[config.mk]
export PLATFORM = sky130hd
export DESIGN_NAME = conv_output_requant_flat
export DESIGN_NICKNAME = d
export VERILOG_FILES = /design/src/rtl/conv_requant_pkg.sv /design/src/rtl/conv_output_requant_if.sv /design/src/rtl/fixed_round_sat.sv /design/src/rtl/conv_output_requant.sv /design/src/flat_wrapper.sv
export SDC_FILE = /design/constraint.sdc
export NUM_CORES = 1
export LEC_CHECK = 0
export ABC_CLOCK_PERIOD_IN_PS = 3550
export CELL_PAD_IN_SITES_DETAIL_PLACEMENT = 1
export CELL_PAD_IN_SITES_GLOBAL_PLACEMENT = 1
export CORE_MARGIN = 4
export CORE_UTILIZATION = 40
export DETAILED_ROUTE_END_ITERATION = 8
export PLACE_DENSITY = 0.85
export SYNTH_ARGS = -nofsm -noshare
export SYNTH_HDL_FRONTEND = slang
export SYNTH_HIERARCHICAL = 1
export SYNTH_SLANG_ARGS = --single-unit
[constraint.sdc]
create_clock -name clk -period 3.55 [get_ports clk]
set_clock_uncertainty 0.15 [all_clocks]
set_input_delay 0.71 -clock clk [delete_from_list [all_inputs] [get_ports clk]]
set_output_delay 0.71 -clock clk [all_outputs]
set_load 0.02 [all_outputs]
[src/rtl/conv_requant_pkg.sv]
// Shared helpers for requantization stages: shift derivation, saturation bounds
// and the output buffer state encoding.
package conv_requant_pkg;

    // Encoding is {out_valid, skid_valid}
    typedef enum logic [1:0] {
        EMPTY = 2'b00,
        ONE   = 2'b10,
        FULL  = 2'b11
    } buf_state_t;

    function automatic int shift_amt(input int in_frac, input int out_frac);
        return in_frac - out_frac;
    endfunction

    function automatic logic signed [63:0] sat_max(input int w);
        return (64'sd1 <<< (w - 1)) - 64'sd1;
    endfunction

    function automatic logic signed [63:0] sat_min(input int w);
        return -(64'sd1 <<< (w - 1));
    endfunction

endpackage

[src/rtl/conv_output_requant_if.sv]
// Stream bundle for the requant stage: accumulator beats in, requantized beats out.
interface conv_output_requant_if #(
    parameter int IN_W  = 28,
    parameter int OUT_W = 16,
    parameter int LANES = 2
);
    logic [LANES-1:0][IN_W-1:0]  data_in_0;
    logic                        data_in_0_valid;
    logic                        data_in_0_ready;
    logic [LANES-1:0][OUT_W-1:0] data_out_0;
    logic                        data_out_0_valid;
    logic                        data_out_0_ready;
    logic                        data_out_0_last;

    modport master (
        output data_in_0, data_in_0_valid, data_out_0_ready,
        input  data_in_0_ready, data_out_0, data_out_0_valid, data_out_0_last
    );

    modport slave (
        input  data_in_0, data_in_0_valid, data_out_0_ready,
        output data_in_0_ready, data_out_0, data_out_0_valid, data_out_0_last
    );
endinterface

[src/rtl/fixed_round_sat.sv]
// One lane of requantization: round-half-up rescale, signed saturation, optional ReLU.
module fixed_round_sat
    import conv_requant_pkg::*;
#(
    parameter int IN_W     = 28,
    parameter int IN_FRAC  = 7,
    parameter int OUT_W    = 16,
    parameter int OUT_FRAC = 3,
    parameter int HAS_RELU = 0
) (
    input  logic [IN_W-1:0]  value,
    output logic [OUT_W-1:0] result
);
    localparam int SHIFT = shift_amt(IN_FRAC, OUT_FRAC);
    localparam int LSH   = (SHIFT < 0) ? -SHIFT : 0;
    localparam int WW    = IN_W + 1 + LSH;
    localparam logic signed [63:0] MAX_V = sat_max(OUT_W);
    localparam logic signed [63:0] MIN_V = sat_min(OUT_W);

    logic signed [WW-1:0] scaled;
    logic signed [63:0]   wide;

    // One extra bit of headroom so the rounding offset can never wrap
    if (SHIFT > 0) begin : g_round
        localparam logic signed [IN_W:0] HALF = (IN_W + 1)'(1) << (SHIFT - 1);
        logic signed [IN_W:0] sum;
        assign sum    = $signed({value[IN_W-1], value}) + HALF;
        assign scaled = sum >>> SHIFT;
    end else if (SHIFT == 0) begin : g_pass
        assign scaled = $signed({value[IN_W-1], value});
    end else begin : g_left
        assign scaled = $signed({value[IN_W-1], value, {LSH{1'b0}}});
    end

    always_comb begin
        wide = 64'(scaled);
        if (wide > MAX_V) begin
            result = MAX_V[OUT_W-1:0];
        end else if (wide < MIN_V) begin
            result = MIN_V[OUT_W-1:0];
        end else begin
            result = wide[OUT_W-1:0];
        end
        if (HAS_RELU != 0 && result[OUT_W-1]) begin
            result = '0;
        end
    end
endmodule

[src/rtl/conv_output_requant.sv]
// Convolution output stage: per-lane requant, pixel beat counter and a
// registered-ready skid buffer toward the downstream consumer.
module conv_output_requant
    import conv_requant_pkg::*;
#(
    parameter int DATA_IN_0_PRECISION_0    = 28,
    parameter int DATA_IN_0_PRECISION_1    = 7,
    parameter int DATA_OUT_0_PRECISION_0   = 16,
    parameter int DATA_OUT_0_PRECISION_1   = 3,
    parameter int OUT_CHANNELS_PARALLELISM = 2,
    parameter int OUT_CHANNELS_DEPTH       = 2,
    parameter int HAS_RELU                 = 0
) (
    input logic clk,
    input logic rst,
    conv_output_requant_if.slave bus
);
    localparam int LANES = OUT_CHANNELS_PARALLELISM;
    localparam int OUT_W = DATA_OUT_0_PRECISION_0;
    localparam int CNT_W = (OUT_CHANNELS_DEPTH > 1) ? $clog2(OUT_CHANNELS_DEPTH) : 1;
    localparam logic [CNT_W-1:0] CNT_MAX = CNT_W'(OUT_CHANNELS_DEPTH - 1);

    buf_state_t state, state_next;
    logic [CNT_W-1:0] cnt;
    logic in_ready, in_hs, out_hs, in_last;
    logic load_out, load_skid, skid_to_out;
    logic [LANES-1:0][OUT_W-1:0] lane_q, out_data, skid_data;
    logic out_last, skid_last;

    for (genvar i = 0; i < LANES; i++) begin : g_lane
        fixed_round_sat #(
            .IN_W    (DATA_IN_0_PRECISION_0),
            .IN_FRAC (DATA_IN_0_PRECISION_1),
            .OUT_W   (OUT_W),
            .OUT_FRAC(DATA_OUT_0_PRECISION_1),
            .HAS_RELU(HAS_RELU)
        ) u_lane (
            .value (bus.data_in_0[i]),
            .result(lane_q[i])
        );
    end

    assign in_hs   = bus.data_in_0_valid & in_ready;
    assign out_hs  = (state != EMPTY) & bus.data_out_0_ready;
    assign in_last = (cnt == CNT_MAX);

    always_comb begin
        state_next  = state;
        load_out    = 1'b0;
        load_skid   = 1'b0;
        skid_to_out = 1'b0;
        case (state)
            EMPTY: begin
                if (in_hs) begin
                    load_out   = 1'b1;
                    state_next = ONE;
                end
            end
            ONE: begin
                if (out_hs && in_hs) begin
                    load_out = 1'b1;
                end else if (out_hs) begin
                    state_next = EMPTY;
                end else if (in_hs) begin
                    load_skid  = 1'b1;
                    state_next = FULL;
                end
            end
            FULL: begin
                if (out_hs) begin
                    skid_to_out = 1'b1;
                    state_next  = ONE;
                end
            end
            default: state_next = EMPTY;
        endcase
    end

    // Ready is registered from the next state so it never sees data_out_0_ready combinationally
    always_ff @(posedge clk or posedge rst) begin
        if (rst) begin
            state    <= EMPTY;
            in_ready <= 1'b1;
            cnt      <= '0;
        end else begin
            state    <= state_next;
            in_ready <= (state_next != FULL);
            if (in_hs) begin
                cnt <= in_last ? '0 : cnt + 1'b1;
            end
        end
    end

    always_ff @(posedge clk or posedge rst) begin
        if (rst) begin
            out_data  <= '0;
            out_last  <= 1'b0;
            skid_data <= '0;
            skid_last <= 1'b0;
        end else begin
            if (load_out) begin
                out_data <= lane_q;
                out_last <= in_last;
            end else if (skid_to_out) begin
                out_data <= skid_data;
                out_last <= skid_last;
            end
            if (load_skid) begin
                skid_data <= lane_q;
                skid_last <= in_last;
            end
        end
    end

    assign bus.data_in_0_ready  = in_ready;
    assign bus.data_out_0_valid = (state != EMPTY);
    assign bus.data_out_0       = out_data;
    assign bus.data_out_0_last  = out_last;
endmodule

[src/flat_wrapper.sv]
// flat-port wrapper written by rule: the top's interface ports become plain ports
module conv_output_requant_flat import conv_requant_pkg::*;
#(
    parameter int DATA_IN_0_PRECISION_0    = 28,
    parameter int DATA_IN_0_PRECISION_1    = 7,
    parameter int DATA_OUT_0_PRECISION_0   = 16,
    parameter int DATA_OUT_0_PRECISION_1   = 3,
    parameter int OUT_CHANNELS_PARALLELISM = 2,
    parameter int OUT_CHANNELS_DEPTH       = 2,
    parameter int HAS_RELU                 = 0
)
  (clk, rst, bus_data_in_0, bus_data_in_0_valid, bus_data_out_0_ready, bus_data_in_0_ready, bus_data_out_0, bus_data_out_0_valid, bus_data_out_0_last);
  conv_output_requant_if #(.IN_W((28)), .OUT_W((16)), .LANES((2))) bus_i ();
  input logic clk;
  input logic rst;
  input wire logic [$bits(bus_i.data_in_0)-1:0] bus_data_in_0;
  input wire logic [$bits(bus_i.data_in_0_valid)-1:0] bus_data_in_0_valid;
  input wire logic [$bits(bus_i.data_out_0_ready)-1:0] bus_data_out_0_ready;
  output wire logic [$bits(bus_i.data_in_0_ready)-1:0] bus_data_in_0_ready;
  output wire logic [$bits(bus_i.data_out_0)-1:0] bus_data_out_0;
  output wire logic [$bits(bus_i.data_out_0_valid)-1:0] bus_data_out_0_valid;
  output wire logic [$bits(bus_i.data_out_0_last)-1:0] bus_data_out_0_last;
  assign bus_i.data_in_0 = bus_data_in_0;
  assign bus_i.data_in_0_valid = bus_data_in_0_valid;
  assign bus_i.data_out_0_ready = bus_data_out_0_ready;
  assign bus_data_in_0_ready = bus_i.data_in_0_ready;
  assign bus_data_out_0 = bus_i.data_out_0;
  assign bus_data_out_0_valid = bus_i.data_out_0_valid;
  assign bus_data_out_0_last = bus_i.data_out_0_last;
  conv_output_requant #(.DATA_IN_0_PRECISION_0(DATA_IN_0_PRECISION_0), .DATA_IN_0_PRECISION_1(DATA_IN_0_PRECISION_1), .DATA_OUT_0_PRECISION_0(DATA_OUT_0_PRECISION_0), .DATA_OUT_0_PRECISION_1(DATA_OUT_0_PRECISION_1), .OUT_CHANNELS_PARALLELISM(OUT_CHANNELS_PARALLELISM), .OUT_CHANNELS_DEPTH(OUT_CHANNELS_DEPTH), .HAS_RELU(HAS_RELU)) u_core (.clk(clk), .rst(rst), .bus(bus_i));
endmodule
==> impl.org <==
** Status
- The run finished with clean final reports.

** Die
- Horiz. Die Dim :: ~110 um
- After floorplanning, the core was sized to cover between 9000 and 10,000 um^2.
- For this configuration, the core starts out at a cell density of 0.4164.
- In this run the core area contains 36 standard-cell rows.
- Die Y-Extent :: about 110 um
- Area of the die :: 12,010 um^2
- Ports placed on the boundary :: 95

** GRT
- Pin count of the biggest net entering global routing :: 71
- For this run, the total global-route usage over all layers was measured as 0.2120.
- Number of antenna violations at the first check in global routing :: 0
- The first global-routing pass estimated 19,940 um of wire.
- For this run the aggregate overflow at the end of global routing stands at 0.
- The via count of the first global-routing pass came to a little under 4,000.

** Drt
- Max layer used :: met4
- # DRC :: 0
- Final WL :: roughly 12,000 um
- In this run, the number of DRC markers left after iteration 0 of detailed routing was roughly 210.
- Detailed routing placed a total of between 600 and 700 um of wire on met3.
- Antenna viol nets, final :: 0
- Met2 wire length :: 6167 um
- Routed vias :: 3,586
- Average via count per standard cell :: around 5.7
- The first detailed-routing pass took 4 iterations.
- The detailed router put a total of approximately 5200 um of wire on met1.
- After detailed routing, the average wire length per cell comes to about 20 um.

** Logic synthesis
- Counting flops and latches in the post-synthesis netlist gives 70.
- Synthesized Nets :: approximately 440
- Most common flop cell mapped by yosys :: sky130_fd_sc_hd__dfrtp_1
- Mean area per synthesized cell :: 10.86 um^2
- Most common library cells after synthesis :: sky130_fd_sc_hd__dfrtp_1 (69), sky130_fd_sc_hd__a221o_1 (33), sky130_fd_sc_hd__and2_1 (33), sky130_fd_sc_hd__mux2_2 (33), sky130_fd_sc_hd__nand3_1 (22)
- In this run the cell area of the synthesized design comes to around 4100 um^2.
- Number of distinct library cells after synthesis :: between 40 and 50
- Warnings from Yosys :: 6
- sky130_fd_sc_hd__dfrtp_1 takes more of the synthesized area than any other cell.
- sky130_fd_sc_hd__dfrtp_1 is the most common cell in the netlist.
- Instance count of the mapped netlist :: 380
- Of the synthesized area, sequential elements account for 0.4248.
- Synth top area share :: 0.4184
- Of all flip-flops after synthesis, the portion carrying an async set or reset was 1.000.
- Top area cells in the synthesized netlist :: sky130_fd_sc_hd__dfrtp_1 (42%), sky130_fd_sc_hd__mux2_2 (9.0%), sky130_fd_sc_hd__a221o_1 (8.0%), sky130_fd_sc_hd__and2_1 (5.0%), sky130_fd_sc_hd__o21ai_2 (4.2%)
- Number of flops mapped to enable cells by yosys :: 0

** Timing
- Post-route setup TNS :: 0 ns
- Measured against its own limit, the worst slew margin works out to 0.6938.
- At the pin with the least slew margin, the transition time is 0.4592 ns.
- Achievable Freq :: approximately 0.30 GHz
- Minimum period implied by the final worst setup slack :: approximately 3.3 ns
- Setup violations remaining at the end of the flow were counted as 0.
- Unrepaired setup endpoints after global routing :: no
- Post-route clock period utilization :: 0.9275
- Final hold violation count :: 0
- Setup slack closes at around 0.26 ns.
- The tightest hold path in the finished design has a slack of between 0.3 and 0.4 ns.
- The final count of pins violating max slew is 0.

** Critical path
- Endpoint required time on the critical path :: 3.62 ns
- In this run the critical register-to-register path is launched from u_core/bus.data_in_0_ready$_DFF_PP1_.
- Worst Setup End Kind :: flip-flop
- Counting cells, the worst reg-to-reg path comes to 4.
- The worst setup path is launched from an input pin.
- In this run the worst path has a maximum fanout of 15.
- Flop2flop setup slack :: around 1.6 ns
- Crit Reg-Reg Endpoint :: u_core/skid_data[12]$_DFFE_PP0P_
- Crit Path Category :: in -> reg
- Arrival @ worst endpoint :: 3.37 ns

** Placed design
- Placer's final routability congestion estimate :: approximately 0.9
- Before CTS, the worst setup slack after placement is -0.06952 ns.
- Summed over all nets, the half-perimeter wirelength after detailed placement is approximately 9000 um.
- IO buf count :: a little under 90

** Final layout
- Relative to the synthesized area, the layout overhead comes to 33.87%.
- Antenna Cells :: 0
- Once layout is complete, the utilization of the core stands at 0.5574.
- Layout Nets :: between 500 and 600
- Summing all multi-input logic gate instances after layout gives approximately 2200 um^2.
- Fill cells in the final layout number around 1,100.
- Registers take around 1800 um^2.
- Share of post-route cells with drive strength above 1 :: 0.2389

** Clock tree
- TritonCTS clock tree :: yes
- Counting the buffers created by CTS gives 9.
- Clk sinks :: 70
- Number of H-tree levels :: 3
- Once the clock tree was built, the setup fixing pass inserted 0 buffers.
- In this run, post-CTS hold repair placed 0 buffers.
- Clock latency of the later-clocked register in the worst-skew pair :: roughly 0.35 ns
- Clock transition at the registers of the reported paths :: around 0.080 ns
- Clock root buffer :: sky130_fd_sc_hd__clkbuf_8
- Number of resized instances in the post-cts repair step :: 0
- Max Buffers Root-to-Sink :: 2

** Hold path
- End of the worst hold path :: u_core/skid_data[4]$_DFFE_PP0P_
- Type of the worst min-delay path :: reg -> reg
- The worst hold path begins at u_core/skid_data[4]$_DFFE_PP0P_.
- Counting instances, the worst hold path has a depth of 1.

** Flow run
- Max-cap violations in this run came to 0.

** Pwr
- Worst IR drop on VDD :: 0.3355 mV
- Power per cell area :: between 500 and 600 nW/um^2
- P_leak :: between 2 and 2.5 nW
logic make-up after synthesis:
group	after synthesis	synth area share
AND/OR/NAND/NOR	133	0.1916
buffers and inverters	29	0.04609
AO/OA/AOI/OAI	80	0.1707
multiplexers	33	0.09006
XOR/XNOR	31	0.06580
flip-flops	70	0.4248
adder cells (fa/ha/maj)	4	0.01091
worst max-delay path: stages:
cell and delay, ns:
sky130_fd_sc_hd__clkdlybuf4s50_1 0.57, sky130_fd_sc_hd__nand4_2 0.17, sky130_fd_sc_hd__nor3_1 0.41, sky130_fd_sc_hd__and4_1 0.26
sky130_fd_sc_hd__o2111ai_1 0.16, sky130_fd_sc_hd__a32oi_2 0.25, sky130_fd_sc_hd__buf_4 0.27, sky130_fd_sc_hd__o21ai_0 0.21
sky130_fd_sc_hd__a221o_1 0.35
flip-flops by register name, summed over array words and instances (netlist names):
register,count
u_core/bus.data_out_0,32
u_core/cnt,1
u_core/bus.data_in_0_ready,1
u_core/bus.data_out_0_last,1
u_core/skid_data,32
u_core/skid_last,1
u_core/state,2
per-layer routing:
| layer | up-vias | GRT usage |
|---|---|---|
| met5 | - | 0 |
| met4 | 0 | 0.06411 |
| met3 | 20 | 0.04110 |
| met2 | 116 | 0.3675 |
| met1 | 1808 | 0.2672 |
| li1 | 1642 | - |
power breakdown:
part | switching, mW | internal, mW | total (mW)
registers | 0.164 | 1.06 | 1.23
clock network | 0.322 | 0.492 | 0.814
logic | 0.482 | 0.548 | 1.03
cell usage in the layout, fill, tap and decap left out, types with 3 or more instances in the layout:
cell                              Yosys  layout
sky130_fd_sc_hd__inv_1                9       8
sky130_fd_sc_hd__xnor2_1             13      13
sky130_fd_sc_hd__and3_1               9       9
sky130_fd_sc_hd__nand2_1             13      13
sky130_fd_sc_hd__bufinv_16            0       3
sky130_fd_sc_hd__nor2_1              15      14
sky130_fd_sc_hd__and4_1               4       4
sky130_fd_sc_hd__xor2_1              18      18
sky130_fd_sc_hd__nor3_1               6       6
sky130_fd_sc_hd__clkbuf_8             0      10
sky130_fd_sc_hd__dfrtp_1             69      69
sky130_fd_sc_hd__nand4_1             10      10
sky130_fd_sc_hd__buf_4                0      28
sky130_fd_sc_hd__o21ai_0             13      13
sky130_fd_sc_hd__and2_1              33      33
sky130_fd_sc_hd__o21ai_2             20      20
sky130_fd_sc_hd__or3_1                4       4
sky130_fd_sc_hd__nand3_1             22      22
sky130_fd_sc_hd__a221o_1             33      33
sky130_fd_sc_hd__clkdlybuf4s50_1      0      88
sky130_fd_sc_hd__mux2_2              33      33
area by class of cell:
class / count / share of cell area
clock buffers: 10 / 0.02492
multi-input cells: 281 / 0.3957
well taps: 133 / 0.03012
inverters: 9 / 0.006116
flip-flops and latches: 70 / 0.3173
repair buffers: 118 / 0.2048
clock inverters: 6 / 0.02106
worst max-delay path by stage:
stage,startpoint,endpoint,slack (ns)
floorplan,bus_data_in_0[3],u_core/bus.data_out_0[0]$_DFFE_PP0P_,0.48
global route,bus_data_in_0[39],u_core/bus.data_out_0[16]$_DFFE_PP0P_,0.11
finish,bus_data_in_0[39],u_core/bus.data_out_0[16]$_DFFE_PP0P_,0.26
global placement,bus_data_in_0[39],u_core/bus.data_out_0[17]$_DFFE_PP0P_,0.06
detailed placement,bus_data_in_0[3],u_core/bus.data_out_0[4]$_DFFE_PP0P_,-0.07
CTS,bus_data_in_0[3],u_core/bus.data_out_0[4]$_DFFE_PP0P_,0.29
per-stage QoR:
step	total power, mW	cells	cell area (um^2)
2_1_floorplan	1.762	380	4126
3_3_place_gp	2.214	611	5270
3_5_place_dp	2.274	611	5270
4_1_cts	3.102	627	5524
5_1_grt	3.223	627	5524
6_report	3.071	627	5524
No activity file was read; power rests on OpenSTA's default activity.
